<file path="src/rtl/uart_rx_io_pkg.sv">
// uart_rx_pkg: shared constants and types for the UART receiver peripheral.
//   RX_DAT_bit / RX_STAT_bit : word-address bits that select the two registers
//   STAT_*                   : bit positions inside the RX_STAT read value
//   rx_state_t               : receiver FSM states
package uart_rx_pkg;

   localparam int RX_DAT_bit  = 3;
   localparam int RX_STAT_bit = 4;

   localparam int STAT_NOT_EMPTY = 0;
   localparam int STAT_FULL      = 1;
   localparam int STAT_FRAME_ERR = 2;
   localparam int STAT_OVERRUN   = 3;

   typedef enum logic [2:0] {
      IDLE,
      START,
      DATA,
      STOP,
      BREAK
   } rx_state_t;

endpackage

</file>
<file path="src/rtl/uart_rx_io_if.sv">
// uart_rx_io_if: CPU IO bus as seen by the UART receiver.
//   IO_memAddr_i  : byte address (word address = bits [15:2])
//   IO_memRd_i    : one-cycle read strobe
//   IO_memRData_o : read data, combinational from the address
// master = CPU side, slave = peripheral side.
interface uart_rx_io_if;

   logic [31:0] IO_memAddr_i;
   logic        IO_memRd_i;
   logic [31:0] IO_memRData_o;

   modport master (output IO_memAddr_i, output IO_memRd_i, input IO_memRData_o);
   modport slave  (input IO_memAddr_i, input IO_memRd_i, output IO_memRData_o);

endinterface

</file>
<file path="src/rtl/uart_rx_io_fifo.sv">
// rx_fifo: synchronous FIFO, synchronous active-low reset.
//   clk_i, reset_i : clock, reset
//   push_i, data_i : write request and data
//   pop_i          : read request (ignored while empty)
//   head_o         : oldest entry
//   full_o, empty_o: occupancy flags
// A push while full is accepted only when a real pop happens in the same cycle.
module rx_fifo #(
   parameter int WIDTH = 8,
   parameter int DEPTH = 8
) (
   input  logic             clk_i,
   input  logic             reset_i,
   input  logic             push_i,
   input  logic [WIDTH-1:0] data_i,
   input  logic             pop_i,
   output logic [WIDTH-1:0] head_o,
   output logic             full_o,
   output logic             empty_o
);

   localparam int AW = $clog2(DEPTH);

   logic [WIDTH-1:0] mem [DEPTH];
   logic [AW:0]      wr_ptr;
   logic [AW:0]      rd_ptr;
   logic             do_push;
   logic             do_pop;

   // Extra pointer MSB distinguishes full from empty when the index bits match.
   assign empty_o = (wr_ptr == rd_ptr);
   assign full_o  = (wr_ptr[AW] != rd_ptr[AW]) && (wr_ptr[AW-1:0] == rd_ptr[AW-1:0]);
   assign do_pop  = pop_i && !empty_o;
   assign do_push = push_i && (!full_o || do_pop);
   assign head_o  = mem[rd_ptr[AW-1:0]];

   always_ff @(posedge clk_i) begin
      if (!reset_i) begin
         wr_ptr <= '0;
         rd_ptr <= '0;
      end else begin
         if (do_push) wr_ptr <= wr_ptr + 1'b1;
         if (do_pop)  rd_ptr <= rd_ptr + 1'b1;
      end
   end

   always_ff @(posedge clk_i) begin
      if (do_push) mem[wr_ptr[AW-1:0]] <= data_i;
   end

endmodule

</file>
<file path="src/rtl/uart_rx_io.sv">
// uart_rx_io: memory-mapped 8N1 UART receiver with receive FIFO.
//   clk_i, reset_i : clock, synchronous active-low reset
//   rxd_i          : asynchronous serial input, idles high
//   bus            : IO bus slave (RX_DAT read pops, RX_STAT read clears errors)
//   rx_irq_o       : high while the FIFO holds data
//
// state | meaning
// IDLE  | waiting for a falling edge on the synchronized line
// START | half-bit wait, then confirm the start bit is still low
// DATA  | sample 8 data bits, LSB first, one per bit time
// STOP  | sample stop bit; push byte, or flag frame error
// BREAK | line held low after a bad stop bit; wait for it to go high
module uart_rx_io
   import uart_rx_pkg::*;
#(
   parameter int CLKS_PER_BIT = 217,
   parameter int FIFO_DEPTH   = 8
) (
   input  logic         clk_i,
   input  logic         reset_i,
   input  logic         rxd_i,
   uart_rx_io_if.slave  bus,
   output logic         rx_irq_o
);

   localparam int TW = $clog2(CLKS_PER_BIT);
   localparam logic [TW-1:0] HALF_LOAD = TW'(CLKS_PER_BIT / 2 - 1);
   localparam logic [TW-1:0] FULL_LOAD = TW'(CLKS_PER_BIT - 1);

   logic            rxd_meta, rxd_s;
   rx_state_t       state, state_nxt;
   logic [TW-1:0]   timer, timer_nxt;
   logic [2:0]      bit_idx, bit_idx_nxt;
   logic [7:0]      shift, shift_nxt;
   logic            push, frame_set;
   logic            overrun, frame_err;
   logic            fifo_full, fifo_empty;
   logic [7:0]      fifo_head;
   logic            dat_sel, stat_sel, pop, stat_clr, ovr_set;
   logic            unused_addr;

   always_ff @(posedge clk_i) begin
      if (!reset_i) begin
         rxd_meta <= 1'b1;
         rxd_s    <= 1'b1;
      end else begin
         rxd_meta <= rxd_i;
         rxd_s    <= rxd_meta;
      end
   end

   always_ff @(posedge clk_i) begin
      if (!reset_i) begin
         state   <= IDLE;
         timer   <= '0;
         bit_idx <= '0;
         shift   <= '0;
      end else begin
         state   <= state_nxt;
         timer   <= timer_nxt;
         bit_idx <= bit_idx_nxt;
         shift   <= shift_nxt;
      end
   end

   always_comb begin
      state_nxt   = state;
      timer_nxt   = timer;
      bit_idx_nxt = bit_idx;
      shift_nxt   = shift;
      push        = 1'b0;
      frame_set   = 1'b0;
      if (state != IDLE && state != BREAK && timer != '0)
         timer_nxt = timer - TW'(1);
      case (state)
         IDLE: begin
            if (!rxd_s) begin
               timer_nxt = HALF_LOAD;
               state_nxt = START;
            end
         end
         START: begin
            if (timer == '0) begin
               if (!rxd_s) begin
                  state_nxt   = DATA;
                  bit_idx_nxt = '0;
                  timer_nxt   = FULL_LOAD;
               end else begin
                  state_nxt = IDLE;
               end
            end
         end
         DATA: begin
            if (timer == '0) begin
               shift_nxt   = {rxd_s, shift[7:1]};
               timer_nxt   = FULL_LOAD;
               bit_idx_nxt = bit_idx + 3'd1;
               if (bit_idx == 3'd7) state_nxt = STOP;
            end
         end
         STOP: begin
            if (timer == '0) begin
               if (rxd_s) begin
                  push      = 1'b1;
                  state_nxt = IDLE;
               end else begin
                  frame_set = 1'b1;
                  state_nxt = BREAK;
               end
            end
         end
         BREAK: begin
            if (rxd_s) state_nxt = IDLE;
         end
         default: state_nxt = IDLE;
      endcase
   end

   rx_fifo #(.WIDTH(8), .DEPTH(FIFO_DEPTH)) u_fifo (
      .clk_i   (clk_i),
      .reset_i (reset_i),
      .push_i  (push),
      .data_i  (shift),
      .pop_i   (pop),
      .head_o  (fifo_head),
      .full_o  (fifo_full),
      .empty_o (fifo_empty)
   );

   // Register selects are one-hot; RX_DAT wins if software sets both.
   assign dat_sel     = bus.IO_memAddr_i[2 + RX_DAT_bit];
   assign stat_sel    = bus.IO_memAddr_i[2 + RX_STAT_bit] && !dat_sel;
   assign pop         = bus.IO_memRd_i && dat_sel && !fifo_empty;
   assign stat_clr    = bus.IO_memRd_i && stat_sel;
   // A same-cycle pop frees the slot, so only a push into a still-full FIFO overruns.
   assign ovr_set     = push && fifo_full && !pop;
   assign rx_irq_o    = !fifo_empty;
   assign unused_addr = ^{bus.IO_memAddr_i[31:7], bus.IO_memAddr_i[4:0]};

   always_ff @(posedge clk_i) begin
      if (!reset_i) begin
         overrun   <= 1'b0;
         frame_err <= 1'b0;
      end else begin
         overrun   <= ovr_set   || (overrun   && !stat_clr);
         frame_err <= frame_set || (frame_err && !stat_clr);
      end
   end

   always_comb begin
      bus.IO_memRData_o = '0;
      if (dat_sel) begin
         if (!fifo_empty) bus.IO_memRData_o[7:0] = fifo_head;
      end else if (stat_sel) begin
         bus.IO_memRData_o[STAT_OVERRUN]   = overrun;
         bus.IO_memRData_o[STAT_FRAME_ERR] = frame_err;
         bus.IO_memRData_o[STAT_FULL]      = fifo_full;
         bus.IO_memRData_o[STAT_NOT_EMPTY] = !fifo_empty;
      end
   end

endmodule
</file>
<file path="src/flat_wrapper.sv">
// flat-port wrapper written by rule: the top's interface ports become plain ports
module uart_rx_io_flat import uart_rx_pkg::*;
#(
   parameter int CLKS_PER_BIT = 217,
   parameter int FIFO_DEPTH   = 8
)
  (clk_i, reset_i, rxd_i, rx_irq_o, bus_IO_memAddr_i, bus_IO_memRd_i, bus_IO_memRData_o);
  uart_rx_io_if bus_i ();
  input  logic clk_i;
  input  logic reset_i;
  input  logic rxd_i;
  output logic rx_irq_o;
  input wire logic [$bits(bus_i.IO_memAddr_i)-1:0] bus_IO_memAddr_i;
  input wire logic [$bits(bus_i.IO_memRd_i)-1:0] bus_IO_memRd_i;
  output wire logic [$bits(bus_i.IO_memRData_o)-1:0] bus_IO_memRData_o;
  assign bus_i.IO_memAddr_i = bus_IO_memAddr_i;
  assign bus_i.IO_memRd_i = bus_IO_memRd_i;
  assign bus_IO_memRData_o = bus_i.IO_memRData_o;
  uart_rx_io #(.CLKS_PER_BIT(CLKS_PER_BIT), .FIFO_DEPTH(FIFO_DEPTH)) u_core (.clk_i(clk_i), .reset_i(reset_i), .rxd_i(rxd_i), .bus(bus_i), .rx_irq_o(rx_irq_o));
endmodule
</file>
<file path="config.mk">
export PLATFORM = sky130hd
export DESIGN_NAME = uart_rx_io_flat
export DESIGN_NICKNAME = d
export VERILOG_FILES = /design/src/rtl/uart_rx_io_pkg.sv /design/src/rtl/uart_rx_io_if.sv /design/src/rtl/uart_rx_io_fifo.sv /design/src/rtl/uart_rx_io.sv /design/src/flat_wrapper.sv
export SDC_FILE = /design/constraint.sdc
export NUM_CORES = 1
export LEC_CHECK = 0
export BUFFER_PORTS_ARGS = -buffer_cell sky130_fd_sc_hd__buf_2
export CAP_MARGIN = 10
export CORE_MARGIN = 5
export CORE_UTILIZATION = 50
export CTS_CLUSTER_DIAMETER = 40
export DETAILED_ROUTE_END_ITERATION = 10
export GPL_ROUTABILITY_DRIVEN = 0
export PLACE_DENSITY_LB_ADDON = 0.25
export RECOVER_POWER = 100
export SETUP_SLACK_MARGIN = 0.4
export SLEW_MARGIN = 15
export SYNTH_ARGS = -nofsm -noshare
export SYNTH_HDL_FRONTEND = slang
export SYNTH_HIERARCHICAL = 1
export SYNTH_SLANG_ARGS = --single-unit
</file>
<file path="constraint.sdc">
create_clock -name clk_i -period 5.2 [get_ports clk_i]
set_input_delay 0.52 -clock clk_i [delete_from_list [all_inputs] [get_ports clk_i]]
set_output_delay 0.52 -clock clk_i [all_outputs]
set_load 0.01 [all_outputs]
</file>
==> results of run 1 <==
==> power by group through the flow <==
stage / Combinational (mW) / Clock, mW / Sequential [mW]
detailed placement: 0.0600 / 0 / 0.872
floorplan: 0.0614 / 0 / 0.869
finish: 0.0596 / 0.495 / 0.853
global placement: 0.0593 / 0 / 0.872
global route: 0.0654 / 0.545 / 0.855
CTS: 0.0601 / 0.509 / 0.853
==> through the flow <==
stage	util	hold WS [ns]	worst slack (ns)	cells	area (um^2)
after floorplan	-	0.386	2.30	364	4580
after global placement	0.526	0.390	2.05	453	4580
after detailed placement	0.526	0.397	2.00	453	4580
after CTS	0.549	0.322	1.96	469	4790
after global routing	0.544	0.327	1.40	469	4750
final	0.544	0.340	1.62	469	4750
==> per-layer routing <==
metal  up-vias  wire (um)  track usage
met5         -          0            0
met1      1296       3600        0.193
met2        60       3990        0.253
li1       1245          -            -
met4         0         46       0.0338
met3         7        334       0.0382
==> logic make-up (layout without fill, tap and decap cells) <==
kind of cell / count (synthesis) / after routing / share of synthesized area
compound gates: 40 / 40 / 0.0599
xor+xnor: 9 / 9 / 0.0175
fa+ha+maj: 6 / 6 / 0.0167
buf+inv: 50 / 47 / 0.0654
flops: 101 / 101 / 0.593
mux: 38 / 38 / 0.131
other cells: 1 / 24 / 0.000835
simple gates: 96 / 96 / 0.116
==> path summary, 6_finish.rpt <==
check / to / slack [ns]
setup / recovery: u_core/u_fifo/mem[1][7] / 1.62
hold / removal: u_core/rxd_meta / 0.34
setup reg to reg: u_core/u_fifo/mem[1][7] / 1.62
hold reg to reg: u_core/rxd_s / 0.41
==> flip-flops by register name, summed over array words and instances, names as in the netlist, named ones only <==
signal,cells
u_core/state,3
u_core/rxd_s,1
u_core/u_fifo/mem,64
u_core/u_fifo/wr_ptr,4
u_core/bit_idx,3
u_core/u_fifo/rd_ptr,4
u_core/frame_err,1
u_core/rxd_meta,1
u_core/overrun,1
u_core/shift,8
u_core/timer,8
==> cells in the mapped netlist (6+ instances only) <==
master / n
mux2_2: 8
nor2_1: 24
ha_1: 6
mux2i_1: 14
dfxtp_1: 37
nand3_1: 8
inv_1: 9
xnor2_1: 7
nand2_1: 16
mux4_2: 16
and2_1: 6
nand2b_1: 6
a21oi_1: 16
nor3_1: 10
edfxtp_1: 64
buf_4: 27
==> area by class of cell <==
class | count | area [um^2]
Tap cell | 108 | 135
Inverter | 11 | 41.3
Clock inverter | 3 | 23.8
Sequential cell | 101 | 2660
Timing Repair Buffer | 20 | 85.1
Multi-Input combinational cell | 213 | 1620
Fill cell | 756 | 3980
Clock buffer | 13 | 181
==> layout by cell type, fill, tap and decap left out, types with 3 or more instances in the layout <==
cell type,n
conb_1,24
nand2b_1,6
mux4_2,16
buf_2,5
edfxtp_1,64
nand4_1,3
clkbuf_8,9
mux2i_1,14
nor3_1,10
mux2_2,7
nor2_1,24
and2_1,5
o21ai_0,5
a21oi_1,17
or4_1,3
ha_1,6
inv_1,9
nand2_1,16
nand3_1,8
xnor2_1,7
dfxtp_1,37
nor2b_1,5
clkbuf_1,16
nor3b_1,3
==> impl_metrics.toml, run 1 <==
[power_and_ir_drop]
p_comb_frac = 0.042
clkPwrFrac = 0.351
p_sw_mw = 0.308
ir_worst_vdd_mv = 0.163
fin_total_pwr_mw = 1.41
p_per_area_nw_per_um2 = 297
p_seq_frac = 0.606
power_leakage_nw = 1.67
p_int_mw = 1.10
switching_share = 0.219

[die]
rows = 34
ioPinCount = 69
die_area_um2 = 11000
die_width_um = 105
start_util = 0.515
placeableCoreArea_um2 = 8720
die_y_um = 105

[timing]
post-route-period-util = 0.688
relSlewSlack = 0.243
hold_viol = 0
worst_pin_slew_ns = 1.13
rsz0062_at_grt = "false"
finClkSkew_ns = 0.00825
max_freq_mhz = 280
tns_ns = 0
setup_viol = 0
drv_slew = 0
fin_crit_ns = 3.58

[cts]
htree_levels = 3
post_cts_buffers = 0
clk_latency_ns = 0.35
cts_buffers = 9
cts_tree = "built"
root_buffer = "clkbuf_8"
hold_buffers = 0
clock-sinks = 101
post_cts_resized = 0
clkTransAtPathRegs_ns = 0.09
cts_buffer_depth = 2

[routing]
drtAntennaViolNets = 0
vias_per_cell = 5.56
drcViolationCount = 0
wl_per_cell_um = 17.0
wirelength_um = 7970
vias = 2608
firstDrtPassIters = 4
drtIter0Drc = 106

[synth]
yosys-top-cells-area = "edfxtp_1 43%, dfxtp_1 16%, mux4_2 8.0%"
synth-edff-count = 64
synth_cell_types = 57
synth_top_flop_cell = "edfxtp_1"
syn-cell-area_um2 = 4490
synth_top_area_frac = 0.428
synth-seq-cells = 101
yosys_warnings = 6
synth_area_leader_cell = "edfxtp_1"
async_flop_share = 0
yosysSeqAreaShare = 0.593
postSynthCellCount = 341
syn_area_per_cell_um2 = 13.2

[layout]
num_antenna_cells = 0
layout-drive-gt1-share = 0.139
syn2layout_area_growth_pct = 5.63
nets = 398

[worst_setup_path]
crit_required_ns = 5.24
cp.depth = 7
r2r-start = "u_core/timer[0]"
path_delay_family = "simple AND/OR/NAND/NOR gates"
crit_chain = "inv_1 > ha_1 > or3b_2 > nor3_1 > o21ai_0 > nor3_1 > clkbuf_1"
path_max_fanout = 6
cp_num_buf_inv = 2
worstRegToRegCells = 7
criticalPathCategory = "reg -> reg"
critPathCaptureType = "flip-flop"
slowest_stage = "nor3_1"
start_kind = "flip-flop"
cp.arrival_ns = 3.61
crit_top_cell = "nor3_1"
crit_path_max_incr_delay_ns = 0.74
crit_path_start = "u_core/timer[0]"

[global_routing]
overflow = 0
antenna_found_initial = 0
grt_pass1_vias = 2457
grt_pass1_wl_um = 12900
grt_max_degree = 20
track_usage = 0.149

[placed_design]
io_buffers = 14
dp_hpwl_um = 5380

[status]
status = "completed"

[hold_path]
hold_start = "rxd_i"
hold_path_depth = 2
hold_class = "in -> reg"

[job]
max-cap-violations = 0
Power figures use the tool's default switching activity.
==> inputs of run 2 (changes only) <==
Settings changed: ABC_AREA set to 1.
Clock period 5.2 ns to 3.4 ns, I/O delays scaled along.
==> impl_metrics.toml, run 2 <==
[routing]
drcViolationCount = 0
firstDrtPassIters = 4
drtAntennaViolNets = 0
wl_per_cell_um = 13.9
wirelength_um = 8730
vias_per_cell = 5.15
drtIter0Drc = 180
vias = 3242

[worst_setup_path]
slowest_stage = "nor2_1"
crit_path_start = "u_core/timer[0]"
start_kind = "flip-flop"
cp.depth = 8
cp_num_buf_inv = 2
critPathCaptureType = "flip-flop"
path_max_fanout = 8
criticalPathCategory = "reg -> reg"
crit_path_max_incr_delay_ns = 0.70
cp-endpoint = "u_core/u_fifo/mem[5][2]"
crit_required_ns = 3.38
r2r-start = "u_core/timer[0]"
path_delay_family = "simple AND/OR/NAND/NOR gates"
cp.arrival_ns = 2.80
r2r_setup_slack_ns = 0.58
crit_top_cell = "nor2_1"
crit_chain = "inv_1 > ha_1 > nand2_1 > nor2_8 > clkinvlp_2 > nor2_1 > nand3_1 > nor2_1"
r2r_end = "u_core/u_fifo/mem[5][2]"
worstRegToRegCells = 8

[synth]
yosys-mux-area-fraction = 0
async_flop_share = 0
syn-cell-area_um2 = 4700
synth-xor-area-share = 0.0146
yosys-top-cells-count = "93 x nor2_1, 81 x nand2_1, 64 x edfxtp_1"
synth_compound_gate_area_share = 0.104
synth_area_leader_cell = "edfxtp_1"
synth-simple-area-share = 0.214
synth-edff-count = 64
postSynthCellCount = 499
syn_area_per_cell_um2 = 9.42
yosys_warnings = 6
synth_top_area_frac = 0.409
synth_cell_types = 38
synth_top_family_by_area = "simple AND/OR/NAND/NOR gates"
yosysSeqAreaShare = 0.567
yosysMostFrequentCell = "nor2_1"
synth_fa_ha_area_frac = 0.0160
yosys-top-cells-area = "edfxtp_1 41%, dfxtp_1 16%, nor2_1 7.4%"
synth-seq-cells = 101
synth_top_flop_cell = "edfxtp_1"

[cts]
root_buffer = "clkbuf_8"
hold_buffers = 0
clock-sinks = 101
cts_tree = "built"
htree_levels = 3
clk_latency_ns = 0.36
cts_buffers = 9
post_cts_buffers = 0
cts_buffer_depth = 2
post_cts_resized = 0
clkTransAtPathRegs_ns = 0.10

[job]
max-cap-violations = 0

[global_routing]
grt_pass1_vias = 3124
grt_pass1_wl_um = 14500
antenna_found_initial = 0
grt_max_degree = 33
track_usage = 0.161
overflow = 0

[hold_path]
hold_class = "in -> reg"

[layout]
final_common_cell = "nor2_1"
largest_reg_flops = 64
syn2layout_area_growth_pct = 3.60
layout-drive-gt1-share = 0.0886
fin_cells = 630
nets = 556
fillers = 847
final_cell_mix = "97 x nor2_1, 83 x nand2_1, 64 x edfxtp_1"
num_antenna_cells = 0

[power_and_ir_drop]
fin_total_pwr_mw = 2.44
power_leakage_nw = 1.75
ir_worst_vdd_mv = 0.333
p_per_area_nw_per_um2 = 500

[status]
status = "completed"

[timing]
hold_viol = 0
rsz0062_at_grt = "false"
max_freq_mhz = 355
post-route-period-util = 0.829
setup_viol = 0
finClkSkew_ns = 0.0128
tns_ns = 0
worst_pin_slew_ns = 1.00
relSlewSlack = 0.331
fin_crit_ns = 2.82
drv_slew = 0

[die]
ioPinCount = 69
die_y_um = 107
start_util = 0.511
placeableCoreArea_um2 = 9200
die_area_um2 = 11400
rows = 35
die_width_um = 107

[placed_design]
place_inst = 614
io_buffers = 14
dp_hpwl_um = 6140
run 2: how the worst min path moves through the flow:
stage               cells after the start               to             from
floorplan                               1     u_core/rxd_s  u_core/rxd_meta
global placement                        1     u_core/rxd_s  u_core/rxd_meta
detailed placement                      1     u_core/rxd_s  u_core/rxd_meta
CTS                                     2  u_core/rxd_meta            rxd_i
global route                            2  u_core/rxd_meta            rxd_i
finish                                  2  u_core/rxd_meta            rxd_i
run 2: cell type report:
type | instances | area [um^2] | share of cell area
flip-flops and latches | 101 | 2660 | 0.547
multi-input cells | 347 | 1660 | 0.341
inverters | 38 | 144 | 0.0296
well taps | 111 | 139 | 0.0285
clock buffers | 9 | 124 | 0.0254
repair buffers | 17 | 80.1 | 0.0165
clock inverters | 7 | 57.6 | 0.0118
run 2: worst register-to-register path, delay by kind of cell, from the launching register on:
kind | cells | cell delay (ns)
buf+inv | 2 | 0.26
fa+ha+maj | 1 | 0.18
flops | 1 | 0.32
simple gates | 5 | 1.68
run 2: power breakdown:
group / switching (mW) / internal (mW) / leakage (nW)
clock network: 0.414 / 0.276 / 0.0881
logic: 0.249 / 0.138 / 0.904
registers: 0.0365 / 1.32 / 0.758
total: 0.700 / 1.74 / 1.75
run 2: cell families after synthesis:
| family | count (synthesis) |
|---|---|
| AND/OR/NAND/NOR | 221 |
| flip-flops | 101 |
| AO/OA/AOI/OAI | 89 |
| buffers and inverters | 74 |
| XOR/XNOR | 7 |
| adder cells (fa/ha/maj) | 6 |
| other | 1 |
run 2: per-layer routing:
metal  routed length, um  GRT usage  vias to the layer above  part of all wire
met5                   0          0                        -                 0
met1                3820      0.197                     1515              0.44
met2                4430      0.282                       68              0.51
li1                    -          -                     1647                 -
met4                  85     0.0530                        0            0.0097
met3                 401     0.0337                       12             0.046
run 2: through the flow:
step	setup WS (ns)	util	hold WS, ns	area [um^2]
finish	0.583	0.529	0.163	4870
global route	0.288	0.529	0.142	4870
CTS	0.633	0.538	0.152	4950
detailed placement	0.687	0.518	0.405	4760
global placement	0.752	0.518	0.395	4760
floorplan	0.897	-	0.393	4780
